File: config.mk
export PLATFORM = sky130hd
export DESIGN_NAME = adder_share_arb_flat
export DESIGN_NICKNAME = d
export VERILOG_FILES = /design/src/rtl/adder_share_pkg.sv /design/src/rtl/adder_share_arb_if.sv /design/src/rtl/adder_share_arb_rr_arbiter.sv /design/src/rtl/brent_kung_32bit.sv /design/src/rtl/adder_share_arb.sv /design/src/flat_wrapper.sv
export SDC_FILE = /design/constraint.sdc
export NUM_CORES = 1
export LEC_CHECK = 0
export ABC_AREA = 1
export BUFFER_PORTS_ARGS = -buffer_cell sky130_fd_sc_hd__buf_2
export CORE_MARGIN = 5
export CORE_UTILIZATION = 47
export CTS_BUF_LIST = sky130_fd_sc_hd__clkbuf_16
export CTS_CLUSTER_SIZE = 30
export DETAILED_ROUTE_END_ITERATION = 6
export HOLD_SLACK_MARGIN = 0.15
export PLACE_DENSITY = 0.77
export SETUP_SLACK_MARGIN = 0.2
export SKIP_CTS_REPAIR_TIMING = 1
export SYNTH_ARGS = -nofsm -noshare
export SYNTH_HDL_FRONTEND = slang
export SYNTH_SLANG_ARGS = --single-unit
export TNS_END_PERCENT = 5
File: constraint.sdc
create_clock -name clk -period 3.9 [get_ports clk]
set_input_delay 0.39 -clock clk [delete_from_list [all_inputs] [get_ports clk]]
set_output_delay 0.39 -clock clk [all_outputs]
set_load 0.005 [all_outputs]
File: src/rtl/adder_share_pkg.sv
// Shared definitions for the adder_share_arb slice.
//   ADD_W   : datapath width of the shared adder
//   MAX_REQ : upper bound on requesters; sizes rr_pick's search vector
//   occ_e   : pipeline occupancy states
//   rsp_t   : registered result {sum, cout, id}
//   rr_pick : rotating-priority search; returns the first set valid bit at or
//             after ptr (mod n), or -1 when none is set
package adder_share_pkg;

  localparam int unsigned ADD_W   = 32;
  localparam int unsigned MAX_REQ = 16;
  localparam int unsigned MAX_IDW = 4;

  typedef enum logic [1:0] {
    OCC_EMPTY = 2'd0,
    OCC_ONE   = 2'd1,
    OCC_FULL  = 2'd2
  } occ_e;

  typedef struct packed {
    logic [ADD_W-1:0]   sum;
    logic               cout;
    logic [MAX_IDW-1:0] id;
  } rsp_t;

  function automatic int rr_pick(input logic [MAX_REQ-1:0] valid,
                                 input int unsigned        ptr,
                                 input int unsigned        n);
    int          pick;
    int unsigned j;
    pick = -1;
    for (int unsigned i = 0; i < MAX_REQ; i++) begin
      j = (ptr + i) % n;
      if (i < n && pick < 0 && ((valid >> j) & MAX_REQ'(1)) != '0)
        pick = int'(j);
    end
    return pick;
  endfunction

endpackage

File: src/rtl/adder_share_arb_if.sv
// Request/response bundle for adder_share_arb.
//   req_valid/req_ready : per-requester handshake (NREQ bits)
//   req_a/req_b         : operands, requester i at [32*i +: 32]
//   req_cin             : carry-in per requester
//   rsp_valid/rsp_ready : response handshake
//   rsp_id/rsp_sum/rsp_cout : tagged result
// master = requester side, slave = arbiter side.
interface adder_share_arb_if
  import adder_share_pkg::*;
#(
  parameter int unsigned NREQ = 4
);
  localparam int unsigned IDW = $clog2(NREQ);

  logic [NREQ-1:0]       req_valid;
  logic [NREQ-1:0]       req_ready;
  logic [NREQ*ADD_W-1:0] req_a;
  logic [NREQ*ADD_W-1:0] req_b;
  logic [NREQ-1:0]       req_cin;
  logic                  rsp_valid;
  logic                  rsp_ready;
  logic [IDW-1:0]        rsp_id;
  logic [ADD_W-1:0]      rsp_sum;
  logic                  rsp_cout;

  modport master (
    output req_valid, req_a, req_b, req_cin, rsp_ready,
    input  req_ready, rsp_valid, rsp_id, rsp_sum, rsp_cout
  );

  modport slave (
    input  req_valid, req_a, req_b, req_cin, rsp_ready,
    output req_ready, rsp_valid, rsp_id, rsp_sum, rsp_cout
  );

endinterface

File: src/rtl/adder_share_arb_rr_arbiter.sv
// Round-robin arbiter: pointer register plus rotate-priority encode.
//   clk, rst : clock, async active-high reset (ptr -> 0)
//   valid    : per-requester request
//   advance  : grant was taken this cycle; ptr moves past the grantee
//   grant    : one-hot grantee (zero when nothing is valid)
//   gid      : index of the grantee
module rr_arbiter
  import adder_share_pkg::*;
#(
  parameter  int unsigned NREQ = 4,
  localparam int unsigned IDW  = $clog2(NREQ)
) (
  input  logic            clk,
  input  logic            rst,
  input  logic [NREQ-1:0] valid,
  input  logic            advance,
  output logic [NREQ-1:0] grant,
  output logic [IDW-1:0]  gid
);

  logic [IDW-1:0] ptr;
  int             pick;

  always_comb begin
    pick  = rr_pick(MAX_REQ'(valid), 32'(ptr), NREQ);
    grant = '0;
    gid   = '0;
    if (pick >= 0) begin
      gid   = IDW'(pick);
      grant = NREQ'(1) << gid;
    end
  end

  always_ff @(posedge clk or posedge rst) begin
    if (rst)
      ptr <= '0;
    else if (advance)
      ptr <= (gid == IDW'(NREQ - 1)) ? '0 : gid + 1'b1;
  end

endmodule

File: src/rtl/brent_kung_32bit.sv
// 32-bit Brent-Kung parallel-prefix adder, purely combinational.
//   a, b : operands      cin  : carry-in
//   sum  : a+b+cin [31:0] cout : carry out of bit 31
module brent_kung_32bit (
  input  logic [31:0] a,
  input  logic [31:0] b,
  input  logic        cin,
  output logic [31:0] sum,
  output logic        cout
);

  logic [31:0] hp;
  logic [31:0] g;
  logic [31:0] p;

  // cin is folded into bit 0's generate so every prefix G[i] is the carry
  // out of bit i. Both sweeps update in place: each level only reads
  // positions that level does not write.
  always_comb begin
    hp   = a ^ b;
    g    = a & b;
    p    = hp;
    g[0] = g[0] | (hp[0] & cin);
    for (int unsigned l = 0; l < 5; l++) begin
      for (int unsigned k = 0; k < 32; k++) begin
        if (((k + 1) % (2 << l)) == 0) begin
          g[5'(k)] = g[5'(k)] | (p[5'(k)] & g[5'(k - (1 << l))]);
          p[5'(k)] = p[5'(k)] & p[5'(k - (1 << l))];
        end
      end
    end
    for (int unsigned d = 0; d < 4; d++) begin
      for (int unsigned k = 0; k < 32; k++) begin
        if ((k + 1) >= (3 << (3 - d)) &&
            ((k + 1 - (1 << (3 - d))) % (2 << (3 - d))) == 0) begin
          g[5'(k)] = g[5'(k)] | (p[5'(k)] & g[5'(k - (1 << (3 - d)))]);
          p[5'(k)] = p[5'(k)] & p[5'(k - (1 << (3 - d)))];
        end
      end
    end
    sum  = hp ^ {g[30:0], cin};
    cout = g[31];
  end

endmodule

File: src/rtl/adder_share_arb.sv
// Shares one brent_kung_32bit adder among NREQ requesters through a
// two-stage pipeline (OP registers -> adder -> RES registers).
//   clk, rst  : clock, async active-high reset
//   bus       : adder_share_arb_if.slave (requests in, tagged responses out)
//   busy      : either pipeline stage holds data
// Optional (macro ADDER_SHARE_ARB_STATS_EN):
//   stats_clr : synchronous clear of all grant counters
//   grant_cnt : saturating accept counters, requester i at [CNTW*i +: CNTW]
module adder_share_arb
  import adder_share_pkg::*;
#(
  parameter  int unsigned NREQ = 4,
`ifdef ADDER_SHARE_ARB_STATS_EN
  parameter  int unsigned CNTW = 16,
`endif
  localparam int unsigned IDW  = $clog2(NREQ)
) (
  input  logic                  clk,
  input  logic                  rst,
  adder_share_arb_if.slave      bus,
`ifdef ADDER_SHARE_ARB_STATS_EN
  input  logic                  stats_clr,
  output logic [NREQ*CNTW-1:0]  grant_cnt,
`endif
  output logic                  busy
);

  logic [NREQ-1:0]  grant;
  logic [IDW-1:0]   gid;
  logic             accept, drain, res_free, op_free;
  logic             op_v, res_v;
  logic [ADD_W-1:0] op_a, op_b, add_sum;
  logic             op_cin, add_cout;
  logic [IDW-1:0]   op_id;
  rsp_t             rsp_q;
  occ_e             occ, occ_n;

  assign res_free = !res_v | bus.rsp_ready;
  assign op_free  = !op_v | res_free;
  // Gated by rst so req_ready reads zero while reset is held.
  assign bus.req_ready = (op_free && !rst) ? grant : '0;
  assign accept   = |(bus.req_valid & bus.req_ready);
  assign drain    = res_v & bus.rsp_ready;

  rr_arbiter #(.NREQ(NREQ)) u_arb (
    .clk     (clk),
    .rst     (rst),
    .valid   (bus.req_valid),
    .advance (accept),
    .grant   (grant),
    .gid     (gid)
  );

  brent_kung_32bit u_add (
    .a    (op_a),
    .b    (op_b),
    .cin  (op_cin),
    .sum  (add_sum),
    .cout (add_cout)
  );

  always_ff @(posedge clk or posedge rst) begin
    if (rst) begin
      op_v   <= 1'b0;
      op_a   <= '0;
      op_b   <= '0;
      op_cin <= 1'b0;
      op_id  <= '0;
    end else if (accept) begin
      op_v   <= 1'b1;
      op_a   <= bus.req_a[ADD_W*gid +: ADD_W];
      op_b   <= bus.req_b[ADD_W*gid +: ADD_W];
      op_cin <= bus.req_cin[gid];
      op_id  <= gid;
    end else if (res_free) begin
      op_v   <= 1'b0;
    end
  end

  always_ff @(posedge clk or posedge rst) begin
    if (rst) begin
      res_v <= 1'b0;
      rsp_q <= '0;
    end else if (res_free) begin
      res_v <= op_v;
      if (op_v) begin
        rsp_q.sum  <= add_sum;
        rsp_q.cout <= add_cout;
        rsp_q.id   <= MAX_IDW'(op_id);
      end
    end
  end

  assign bus.rsp_valid = res_v;
  assign bus.rsp_sum   = rsp_q.sum;
  assign bus.rsp_cout  = rsp_q.cout;
  assign bus.rsp_id    = IDW'(rsp_q.id);

  // Occupancy counts operations in flight; internal OP->RES moves do not
  // change it, so busy tracks op_v | res_v exactly.
  always_ff @(posedge clk or posedge rst) begin
    if (rst)
      occ <= OCC_EMPTY;
    else
      occ <= occ_n;
  end

  always_comb begin
    occ_n = occ;
    case (occ)
      OCC_EMPTY: if (accept) occ_n = OCC_ONE;
      OCC_ONE: begin
        if (accept && !drain)      occ_n = OCC_FULL;
        else if (!accept && drain) occ_n = OCC_EMPTY;
      end
      OCC_FULL:  if (drain && !accept) occ_n = OCC_ONE;
      default:   occ_n = OCC_EMPTY;
    endcase
  end

  assign busy = (occ != OCC_EMPTY);

`ifdef ADDER_SHARE_ARB_STATS_EN
  logic [CNTW-1:0] cnt [NREQ];

  always_ff @(posedge clk or posedge rst) begin
    if (rst) begin
      for (int unsigned i = 0; i < NREQ; i++) cnt[i] <= '0;
    end else if (stats_clr) begin
      for (int unsigned i = 0; i < NREQ; i++) cnt[i] <= '0;
    end else if (accept) begin
      for (int unsigned i = 0; i < NREQ; i++)
        if (grant[i] && cnt[i] != '1) cnt[i] <= cnt[i] + 1'b1;
    end
  end

  for (genvar i = 0; i < NREQ; i++) begin : g_cnt
    assign grant_cnt[CNTW*i +: CNTW] = cnt[i];
  end
`endif

endmodule

File: src/flat_wrapper.sv
// flat-port wrapper written by rule: the top's interface ports become plain ports
module adder_share_arb_flat import adder_share_pkg::*;
#(
  parameter  int unsigned NREQ = 4,

  localparam int unsigned IDW  = $clog2(NREQ)
)
  (clk, rst, busy, bus_req_valid, bus_req_a, bus_req_b, bus_req_cin, bus_rsp_ready, bus_req_ready, bus_rsp_valid, bus_rsp_id, bus_rsp_sum, bus_rsp_cout);
  adder_share_arb_if #(.NREQ(NREQ)) bus_i ();
  input  logic clk;
  input  logic rst;
  output logic busy;
  input wire logic [$bits(bus_i.req_valid)-1:0] bus_req_valid;
  input wire logic [$bits(bus_i.req_a)-1:0] bus_req_a;
  input wire logic [$bits(bus_i.req_b)-1:0] bus_req_b;
  input wire logic [$bits(bus_i.req_cin)-1:0] bus_req_cin;
  input wire logic [$bits(bus_i.rsp_ready)-1:0] bus_rsp_ready;
  output wire logic [$bits(bus_i.req_ready)-1:0] bus_req_ready;
  output wire logic [$bits(bus_i.rsp_valid)-1:0] bus_rsp_valid;
  output wire logic [$bits(bus_i.rsp_id)-1:0] bus_rsp_id;
  output wire logic [$bits(bus_i.rsp_sum)-1:0] bus_rsp_sum;
  output wire logic [$bits(bus_i.rsp_cout)-1:0] bus_rsp_cout;
  assign bus_i.req_valid = bus_req_valid;
  assign bus_i.req_a = bus_req_a;
  assign bus_i.req_b = bus_req_b;
  assign bus_i.req_cin = bus_req_cin;
  assign bus_i.rsp_ready = bus_rsp_ready;
  assign bus_req_ready = bus_i.req_ready;
  assign bus_rsp_valid = bus_i.rsp_valid;
  assign bus_rsp_id = bus_i.rsp_id;
  assign bus_rsp_sum = bus_i.rsp_sum;
  assign bus_rsp_cout = bus_i.rsp_cout;
  adder_share_arb #(.NREQ(NREQ)) u_core (.clk(clk), .rst(rst), .bus(bus_i), .busy(busy));
endmodule
Yosys cells after proc, flatten, opt, wreduce, memory -nomap -nowiden
Cells that the tools add are included.
{"block": "word_totals", "register_bits": 108, "in_bits": 267, "output_inout_bits": 41}
{"block": "classes", "addsub": 4, "n_lt_le_gt_ge": 5, "n_eq_ne": 6, "shift": 7, "n_mux": 17, "bitwise": 149, "n_reduce_logical": 17}
{"cell": "$shiftx 128x8->32", "count": 2}
{"cell": "$mux 32", "count": 4}
{"cell": "$lt 32x1->1 const B", "count": 3}
{"cell": "$and 1x1->1", "count": 85}
{"cell": "$xor 32x32->32", "count": 2}
{"cell": "$or 1x1->1", "count": 60}
{"cell": "$and 32x32->32", "count": 1}
{"cell": "$ge 32x1->1 const B", "count": 1}
{"cell": "$shr 4x2->1", "count": 4}
{"cell": "$mux 2", "count": 6}
{"cell": "$mux 4", "count": 2}
{"cell": "$logic_and 1x1->1", "count": 6}
{"cell": "$pmux 2 s3", "count": 1}
{"cell": "$logic_not 1->1", "count": 5}
{"cell": "$add 2x1->2 const B", "count": 2}
{"cell": "$add 2x2->2 const B", "count": 2}
{"cell": "$and 4x4->4", "count": 1}
{"cell": "$eq 2x2->1 const B", "count": 2}
{"cell": "$ne 2x1->1 const B", "count": 2}
{"cell": "$reduce_bool 2->1", "count": 2}
{"cell": "$reduce_or 4->1", "count": 1}
{"cell": "$shl 1x2->4 const A", "count": 1}
{"cell": "$lt 2x3->1 const B", "count": 1}
{"cell": "$mux 1", "count": 3}
{"cell": "other kinds (6)", "count": 6}

Longest topological paths before layout
Gate-level depths: netlist of the first run.
{"block": "depth", "ltp_word": 21, "depth_mapped": 19, "ltp_nobuf": 19}

By module
From an unflattened synthesis of the first run, not the netlist that was laid out.
{"block": "unflattened", "cells_unflattened": 1028, "area_unflattened_um2": 7637.3}
{"module": "adder_share_arb", "n_inst": 1, "cells_each": 765, "area_per_inst_um2": 5794.3, "seq_area_each_um2": 2652.5}
{"module": "brent_kung_32bit", "n_inst": 1, "cells_each": 178, "area_per_inst_um2": 1368.8, "seq_area_each_um2": 0.0}
{"module": "rr_arbiter", "n_inst": 1, "cells_each": 85, "area_per_inst_um2": 474.2, "seq_area_each_um2": 50.0}

Worst setup path after synthesis of the first run
No wires, ideal clock.
{"block": "synth_timing", "path_kind": "input -> register", "start": "in rst", "end": "reg u_core.occ[1]", "setup_ps": 83, "arrival_ps": 4174, "required_ps": 3817, "path_slack_ps": -356, "path_stages": 9, "path_buffers": 1, "path_cell_list": "inv_1 > o21ai_0 > inv_1 > nand2_4 > buf_2 > ha_1 > nand3_1 > nand3_1 > o21ai_0"}
{"block": "synth_between", "elab_chain_cells": 9}
{"element": "start, declared", "line": "flat_wrapper.sv:11", "text": "input logic rst;"}
{"element": "$logic_not 1->1 (no source line) *"}
{"element": "$logic_and 1x1->1 *", "line": "adder_share_arb.sv:41", "text": "assign bus.req_ready = (op_free && !rst) ? grant : '0;"}
{"element": "$mux 4 *", "line": "adder_share_arb.sv:41"}
{"element": "$and 4x4->4 *", "line": "adder_share_arb.sv:42", "text": "assign accept = |(bus.req_valid & bus.req_ready);"}
{"element": "$reduce_or 4->1 *", "line": "adder_share_arb.sv:42"}
{"element": "$logic_not 1->1", "line": "adder_share_arb.sv:114, adder_share_arb.sv:116"}
{"element": "$logic_and 1x1->1", "line": "adder_share_arb.sv:114, adder_share_arb.sv:116"}
{"element": "$ne 3x1->1 (no source line) or $ne 2x1->1 (tied branches)"}
{"element": "$reduce_and 3->1 (no source line)"}
{"element": "end signal, assigned", "line": "adder_share_arb.sv:105", "text": "occ <= occ_n;"}
{"element": "end, declared", "line": "adder_share_arb.sv:36", "text": "occ_e occ, occ_n;"}
Mark *: on every way between the ends. The rest lies on a longest branch, timed or not.
A chain may end at the register's enable or synchronous reset.

Worst setup path in the final report of the first run
{"block": "layout_timing", "start": "reg u_core.op_b[0]", "end": "reg u_core.rsp_q (netlist bit u_core.bus.rsp_sum[31])"}
{"block": "layout_between", "elab_chain_cells": 20}
{"element": "start, declared", "line": "adder_share_arb.sv:32", "text": "logic [ADD_W-1:0] op_a, op_b, add_sum;"}
{"element": "start signal, assigned", "line": "adder_share_arb.sv:72", "text": "op_b <= bus.req_b[ADD_W*gid +: ADD_W];"}
{"element": "$xor 32x32->32", "line": "brent_kung_32bit.sv:20", "text": "hp = a ^ b;"}
{"element": "$and 1x1->1", "line": "brent_kung_32bit.sv:23", "text": "g[0] = g[0] | (hp[0] & cin);"}
{"element": "$or 1x1->1 *", "line": "brent_kung_32bit.sv:23"}
{"element": "$and 1x1->1 *", "line": "brent_kung_32bit.sv:27", "text": "g[5'(k)] = g[5'(k)] | (p[5'(k)] & g[5'(k - (1 << l))]);"}
{"element": "$or 1x1->1 *", "line": "brent_kung_32bit.sv:27"}
{"element": "$and 1x1->1 *", "line": "brent_kung_32bit.sv:27"}
{"element": "$or 1x1->1 *", "line": "brent_kung_32bit.sv:27"}
{"element": "$and 1x1->1 *", "line": "brent_kung_32bit.sv:27"}
{"element": "[4 not listed]"}
{"element": "$or 1x1->1 *", "line": "brent_kung_32bit.sv:36", "text": "g[5'(k)] = g[5'(k)] | (p[5'(k)] & g[5'(k - (1 << (3 - d)))]);"}
{"element": "$and 1x1->1 *", "line": "brent_kung_32bit.sv:36"}
{"element": "$or 1x1->1 *", "line": "brent_kung_32bit.sv:36"}
{"element": "$and 1x1->1 *", "line": "brent_kung_32bit.sv:36"}
{"element": "$or 1x1->1 *", "line": "brent_kung_32bit.sv:36"}
{"element": "$and 1x1->1 *", "line": "brent_kung_32bit.sv:36"}
{"element": "$or 1x1->1 *", "line": "brent_kung_32bit.sv:36"}
{"element": "$xor 32x32->32 *", "line": "brent_kung_32bit.sv:41", "text": "sum = hp ^ {g[30:0], cin};"}
{"element": "end, declared", "line": "adder_share_arb.sv:35", "text": "rsp_t rsp_q;"}
Marks and branches as above.

==> results of run 1 <==
-- placed cells by master, fill, tap and decap left out, types with 4 or more instances in the layout --
cell type  count
inv_1        299
ha_1          32
buf_2        307
nand4_1        7
nand3_1      213
nor2_1        14
fa_1          17
xnor2_1       10
nand2_1      575
a21oi_1       16
xor2_1         5
buf_4          9
clkbuf_16      9
inv_2          5
o21ai_0       28
buf_12         4
dfrtp_1      108
-- worst min-delay path, cell delays in order --
cell and delay, ns:
buf_2 0.11, clkinvlp_4 0.09, buf_4 0.56
-- cell families after synthesis --
kind of cell	share of synthesized area (%)
XOR/XNOR	1.48
flip-flops	30.5
buffers and inverters	17.5
AND/OR/NAND/NOR	38.5
adder cells (fa/ha/maj)	8.36
AO/OA/AOI/OAI	3.67
-- sequential cells by signal, indices dropped and copies added (netlist names) --
name and flops:
u_core.op_id 2, u_core.op_cin 1, u_core.op_a 32, u_core.op_v 1, u_core.occ 2, u_core.bus.rsp_cout 1
u_core.bus.rsp_valid 1, u_core.bus.rsp_sum 32, u_core.u_arb.ptr 2, u_core.op_b 32, u_core.bus.rsp_id 2
-- worst paths after layout --
kind | startpoint | to | slack, ns
min in group clk | bus_rsp_ready | u_core.bus.rsp_valid | 0.39
hold / removal | rst | u_core.bus.rsp_sum[11] | 0.31
max in group asynchronous | rst | u_core.op_a[2] | 2.46
hold reg to reg | u_core.bus.rsp_sum[26] | u_core.bus.rsp_sum[26] | 0.48
setup / recovery | u_core.op_b[0] | u_core.bus.rsp_sum[31] | 0.60
setup reg to reg | u_core.op_b[0] | u_core.bus.rsp_sum[31] | 0.60
-- report_power, final --
part	switching (W)	leakage, nW	internal, W	total, W
Combinational	0.00549	5.56	0.00281	0.00830
Clock	0.000414	0.138	0.000431	0.000845
Sequential	0.000450	1.33	0.00172	0.00217
Total	0.00636	7.02	0.00496	0.0113
-- metrics by stage --
stage          instances  utilization, %  setup WS [ns]
6_report            1927            57.6          0.599
5_1_grt             1927            57.6          0.234
4_1_cts             1927            57.6          0.563
3_5_place_dp        1911            56.1          0.645
3_3_place_gp        1911            56.1          0.705
2_1_floorplan       1429               -          0.576
-- per-layer routing --
metal	up-vias	global-route usage, %
li1	4792	-
met1	4208	35.8
met2	311	37.7
met3	25	2.28
met4	2	5.78
met5	-	0
-- final cells by class --
class / instances / area [sq um]
clock inverter: 7 / 43.8
fill: 1805 / 7910
inverter: 305 / 1150
tap: 234 / 293
sequential: 108 / 2700
multi-input combinational: 944 / 4640
timing repair buffer: 320 / 1680
clock buffer: 9 / 225
-- synth_stat cells, drive strengths merged (3+ instances only) --
| cell type | count |
|---|---|
| inv | 305 |
| nand4 | 7 |
| buf | 44 |
| o21ai | 29 |
| ha | 32 |
| a31oi | 3 |
| xor2 | 5 |
| dfrtp | 108 |
| nand3 | 214 |
| o21bai | 3 |
| fa | 17 |
| nand2 | 581 |
| clkbuf | 28 |
| xnor2 | 10 |
| nor2 | 16 |
| a21oi | 17 |
==> impl_metrics.ini, run 1 <==
[routing]
highest_layer = met5
ant_nets = 0
firstDrtPassIters = 5
wl_met3_mm = 1.62
routed-wl-met2_mm = 12.1
vias_per_cell = 4.85
drc_errors = 0
m1WireLength_mm = 12.3
wl_per_cell_um = 13.7
drtIter0Drc = 573
vias = 9338
routed_wl_mm = 26.4

[worst_setup_path]
slowest_delay_ns = 0.44
worst_path_most_repeated_cell = nand2_1
worstPathCellList = inv_1, fa_1, inv_1, fa_1, nand3_1, nand2_1, nand2_1, nand2_1, nand2_1, nand4_1, nand2_1, nand2_1, nand2_1, nand2_1, nand2_1, nand2_1, fa_1, xnor2_1, o21ai_0
required_ns = 4.11
path_buf_inv = 2
critPathMaxFanout = 4
worst_path_dominant_cell_family = simple AND/OR/NAND/NOR gates
critical_path.startpoint_type = register
path_class = reg -> reg
r2r_cells = 19
critPathArrivalTime_ns = 3.51
cpMaxStageDelayCell = fa_1
worst-path-stages = 19
end_kind = register

[synth]
synth.distinct_cells = 33
synth_edf_count = 0
synth_warnings = 0
ys_ff_latch = 108
yosysTopAreaCell = dfrtp_1
ys.flop_type = dfrtp_1
ys_top_cells_by_area = dfrtp_1, nand2_1, inv_1
synthArstFlopShare_pct = 100
syn_area_sq_um = 8860
synth_nets = 1745
synth.top_cell.area_share_pct = 30.5
synthCells = 1429
synth_seq_area_share_pct = 30.5
avgSynthCellArea_sq_um = 6.20

[final_layout]
final_nets = 2004
stdcell_area_sq_um = 10700
drive_gt1_share_pct = 20.8
n_antenna_cell = 0
syn2layout_area_growth_pct = 21.1

[timing]
worst_pin_slew_ns = 0.731
final.min_clock_period_ns = 3.30
slew_headroom_pct = 51.2
setup_viol = 0
drv_slew = 0
rsz0062_at_grt = no
fin_crit_sh_pct = 84.6
holdWs_ns = 0.309
hold_viol = 0
skew_ns = 0.00726
fin_tns_setup_ns = 0
max_freq_mhz = 303

[placed_design]
dpl.hpwl_mm = 20.6
dpl-instance-area_sq_um = 10500
gp_congestion = 0.867
io_buffers = 307

[grt]
grt_use_total_pct = 24.0
grt_pass1_wl_mm = 43.0
grt_overflow_total = 0
grt_pass1_vias = 8846
grt_max_degree = 135
antenna_found_initial = 1

[job]
cap_violations = 0

[status]
status = completed

[clock_network]
clock-root-buffer = clkbuf_16
clockBufferDepth = 2
cts_tree = done
clk_pin_slew_worst_paths_ns = 0.07
cts_buffers = 9
clk_latency_ns = 0.35
htreeDepth = 3
clkSinkCount = 108

[power]
pwr_density_cell_nw_per_um2 = 1050
peakVddDrop_mv = 0.811
finalPower_w = 0.0113
p_leak_nw = 7.02

[floorplan]
die_area_sq_um = 21700
start_util_pct = 47.5
die_h_um = 147
row_count = 50
core_sq_um = 18600
chipWidth_um = 147
boundaryPins = 308

[min_path]
hold_path.class = in -> async
(Power assumes the default switching activity.)
==> inputs of run 2 (changes only) <==
--- a/config.mk
+++ b/config.mk
@@ -8,12 +8,12 @@
 export ABC_AREA = 1
 export BUFFER_PORTS_ARGS = -buffer_cell sky130_fd_sc_hd__buf_2
 export CORE_MARGIN = 5
-export CORE_UTILIZATION = 47
+export CORE_UTILIZATION = 52
 export CTS_BUF_LIST = sky130_fd_sc_hd__clkbuf_16
 export CTS_CLUSTER_SIZE = 30
 export DETAILED_ROUTE_END_ITERATION = 6
 export HOLD_SLACK_MARGIN = 0.15
-export PLACE_DENSITY = 0.77
+export PLACE_DENSITY = 0.81
 export SETUP_SLACK_MARGIN = 0.2
 export SKIP_CTS_REPAIR_TIMING = 1
 export SYNTH_ARGS = -nofsm -noshare
==> constraint.sdc (replaced) <==
create_clock -name clk -period 3.1 [get_ports clk]
set_input_delay 0.31 -clock clk [delete_from_list [all_inputs] [get_ports clk]]
set_output_delay 0.31 -clock clk [all_outputs]
set_load 0.005 [all_outputs]
==> run 2 against run 1 <==
  * Clock skew grew 0.0017 ns
  * Critical path depth shrank 1
  * Die area shrank 9.0%
  * Clock power grew 46%
  * Count of clock-buffer cells in the layout is the same
  * Worst hold slack lost 0.10 ns
  * Via count grew 2.2%
  * Critical path type unchanged
  * Largest cell class unchanged
  * Highest routed layer is now met4
==> impl_metrics.ini, run 2 (synthesized netlist as in run 1, its figures left out) <==
[routing]
routed_wl_mm = 26.7
firstDrtPassIters = 6
drtIter0Drc = 813
vias = 9547
drc_errors = 0
ant_nets = 0
vias_per_cell = 4.97
wl_per_cell_um = 13.9

[worst_setup_path]
worst_path_most_repeated_cell = nand2_1
required_ns = 3.30
crit_start = u_core.op_cin
r2r_cells = 18
worstPathCellList = inv_2, fa_1, inv_1, fa_2, nand3_1, nand2_1, nand2_1, nand2_2, nand2_1, nand4_1, buf_4, nand2_1, nand3_2, nand3_2, nand2_2, fa_2, xnor2_1, o21ai_0
critPathMaxFanout = 3
r2r_end = u_core.bus.rsp_sum[23]
worst-path-stages = 18
path_class = reg -> reg
path_buf_inv = 3
end_kind = register
cpMaxStageDelayCell = fa_2
r2r-start = u_core.op_cin
worst_path_dominant_cell_family = adder cells
cp-endpoint = u_core.bus.rsp_sum[23]
ff2ff_setup_slack_ns = 0.25
critical_path.startpoint_type = register
critPathArrivalTime_ns = 3.05
slowest_delay_ns = 0.40

[timing]
max_freq_mhz = 351
worst_pin_slew_ns = 0.722
fin_tns_setup_ns = 0
fin_crit_sh_pct = 91.8
holdWs_ns = 0.210
slew_headroom_pct = 51.9
setup_viol = 0
final.min_clock_period_ns = 2.85
hold_viol = 0
skew_ns = 0.00894
drv_slew = 0
rsz0062_at_grt = yes

[clock_network]
htreeDepth = 3
clk_latency_ns = 0.35
clock-root-buffer = clkbuf_16
clk_pin_slew_worst_paths_ns = 0.07
cts_tree = done
clockBufferDepth = 2
cts_buffers = 9
clkSinkCount = 108

[final_layout]
final_cell_mix = nand2_1, buf_2, inv_1, nand3_1, dfrtp_1
stdcell_count = 1922
final_nets = 2013
n_fill_cell = 1483
drive_gt1_share_pct = 22.1
n_antenna_cell = 0
post-route-util_pct = 65.5
layout_commonest_cell = nand2_1
syn2layout_area_growth_pct = 23.0

[min_path]
hold_path.class = in -> async

[grt]
antenna_found_initial = 0
grt_pass1_wl_mm = 43.3
grt_overflow_total = 0
grt_max_degree = 131
grt_use_total_pct = 26.4
grt_pass1_vias = 8929

[power]
finalPower_w = 0.0147
p_leak_nw = 7.09
pwr_density_cell_nw_per_um2 = 1350
peakVddDrop_mv = 1.41

[placed_design]
gp_congestion = 0.889
dpl.hpwl_mm = 20.7
dp.cells = 1899
io_buffers = 307

[floorplan]
start_util_pct = 53.3
boundaryPins = 308
row_count = 47
die_h_um = 141
chipWidth_um = 141
core_sq_um = 16600
die_area_sq_um = 19800

[job]
cap_violations = 0

[status]
status = completed
==> run 2: changes by cell type in the layout (fill, tap and decap cells not counted), moves of 3 or more <==
cell and delta:
inv_2 +3, inv_1 -4, buf_4 +7, o21ai_0 -3, o21ai_1 +3, fa_1 -3
nand3_2 +4, fa_2 +3, nand2_1 -4, nand3_1 -4, nand2_2 +3
==> run 2: how the worst min path moves through the flow <==
stage	endpoint	cells past startpoint
after detailed placement	u_core.bus.rsp_sum[20]	2
after CTS	u_core.op_a[8]	3
after floorplan	u_core.bus.rsp_id[1]	2
final	u_core.op_a[10]	3
after global routing	u_core.op_a[8]	3
after global placement	u_core.bus.rsp_sum[16]	2
==> run 2: stage by stage <==
step / cell area (sq um) / worst slack (ns)
floorplan: 8920 / 0.0165
global placement: 10500 / 0.157
detailed placement: 10500 / 0.0828
CTS: 10800 / 0.0539
global route: 10900 / 0.117
finish: 10900 / 0.254
==> run 2: per-layer routing <==
| layer | part of all wire (%) | GRT usage, % | wire length (um) |
|---|---|---|---|
| met5 | 0 | 0 | 0 |
| met4 | 1.6 | 5.30 | 427 |
| met3 | 7.4 | 4.09 | 1970 |
| met2 | 47 | 42.4 | 12700 |
| met1 | 44 | 38.0 | 11700 |
==> run 2: worst min-delay path: stages <==
cell	delay, ns
buf_2	0.11
clkinvlp_4	0.10
buf_4	0.52
==> run 2: report_power, final <==
part	total (W)	leakage, nW	switching [W]	internal, W
logic	0.0107	5.61	0.00700	0.00370
registers	0.00277	1.33	0.000604	0.00217
clock network	0.00123	0.153	0.000520	0.000706
total	0.0147	7.09	0.00813	0.00657
==> run 2: layout make-up <==
type / instances / area (sq um) / share of cell area (%)
multi-input cells: 944 / 4690 / 43.0
clock inverters: 7 / 88.8 / 0.815
repair buffers: 329 / 1760 / 16.2
flip-flops and latches: 108 / 2700 / 24.8
well taps: 220 / 275 / 2.53
inverters: 305 / 1150 / 10.6
clock buffers: 9 / 225 / 2.07
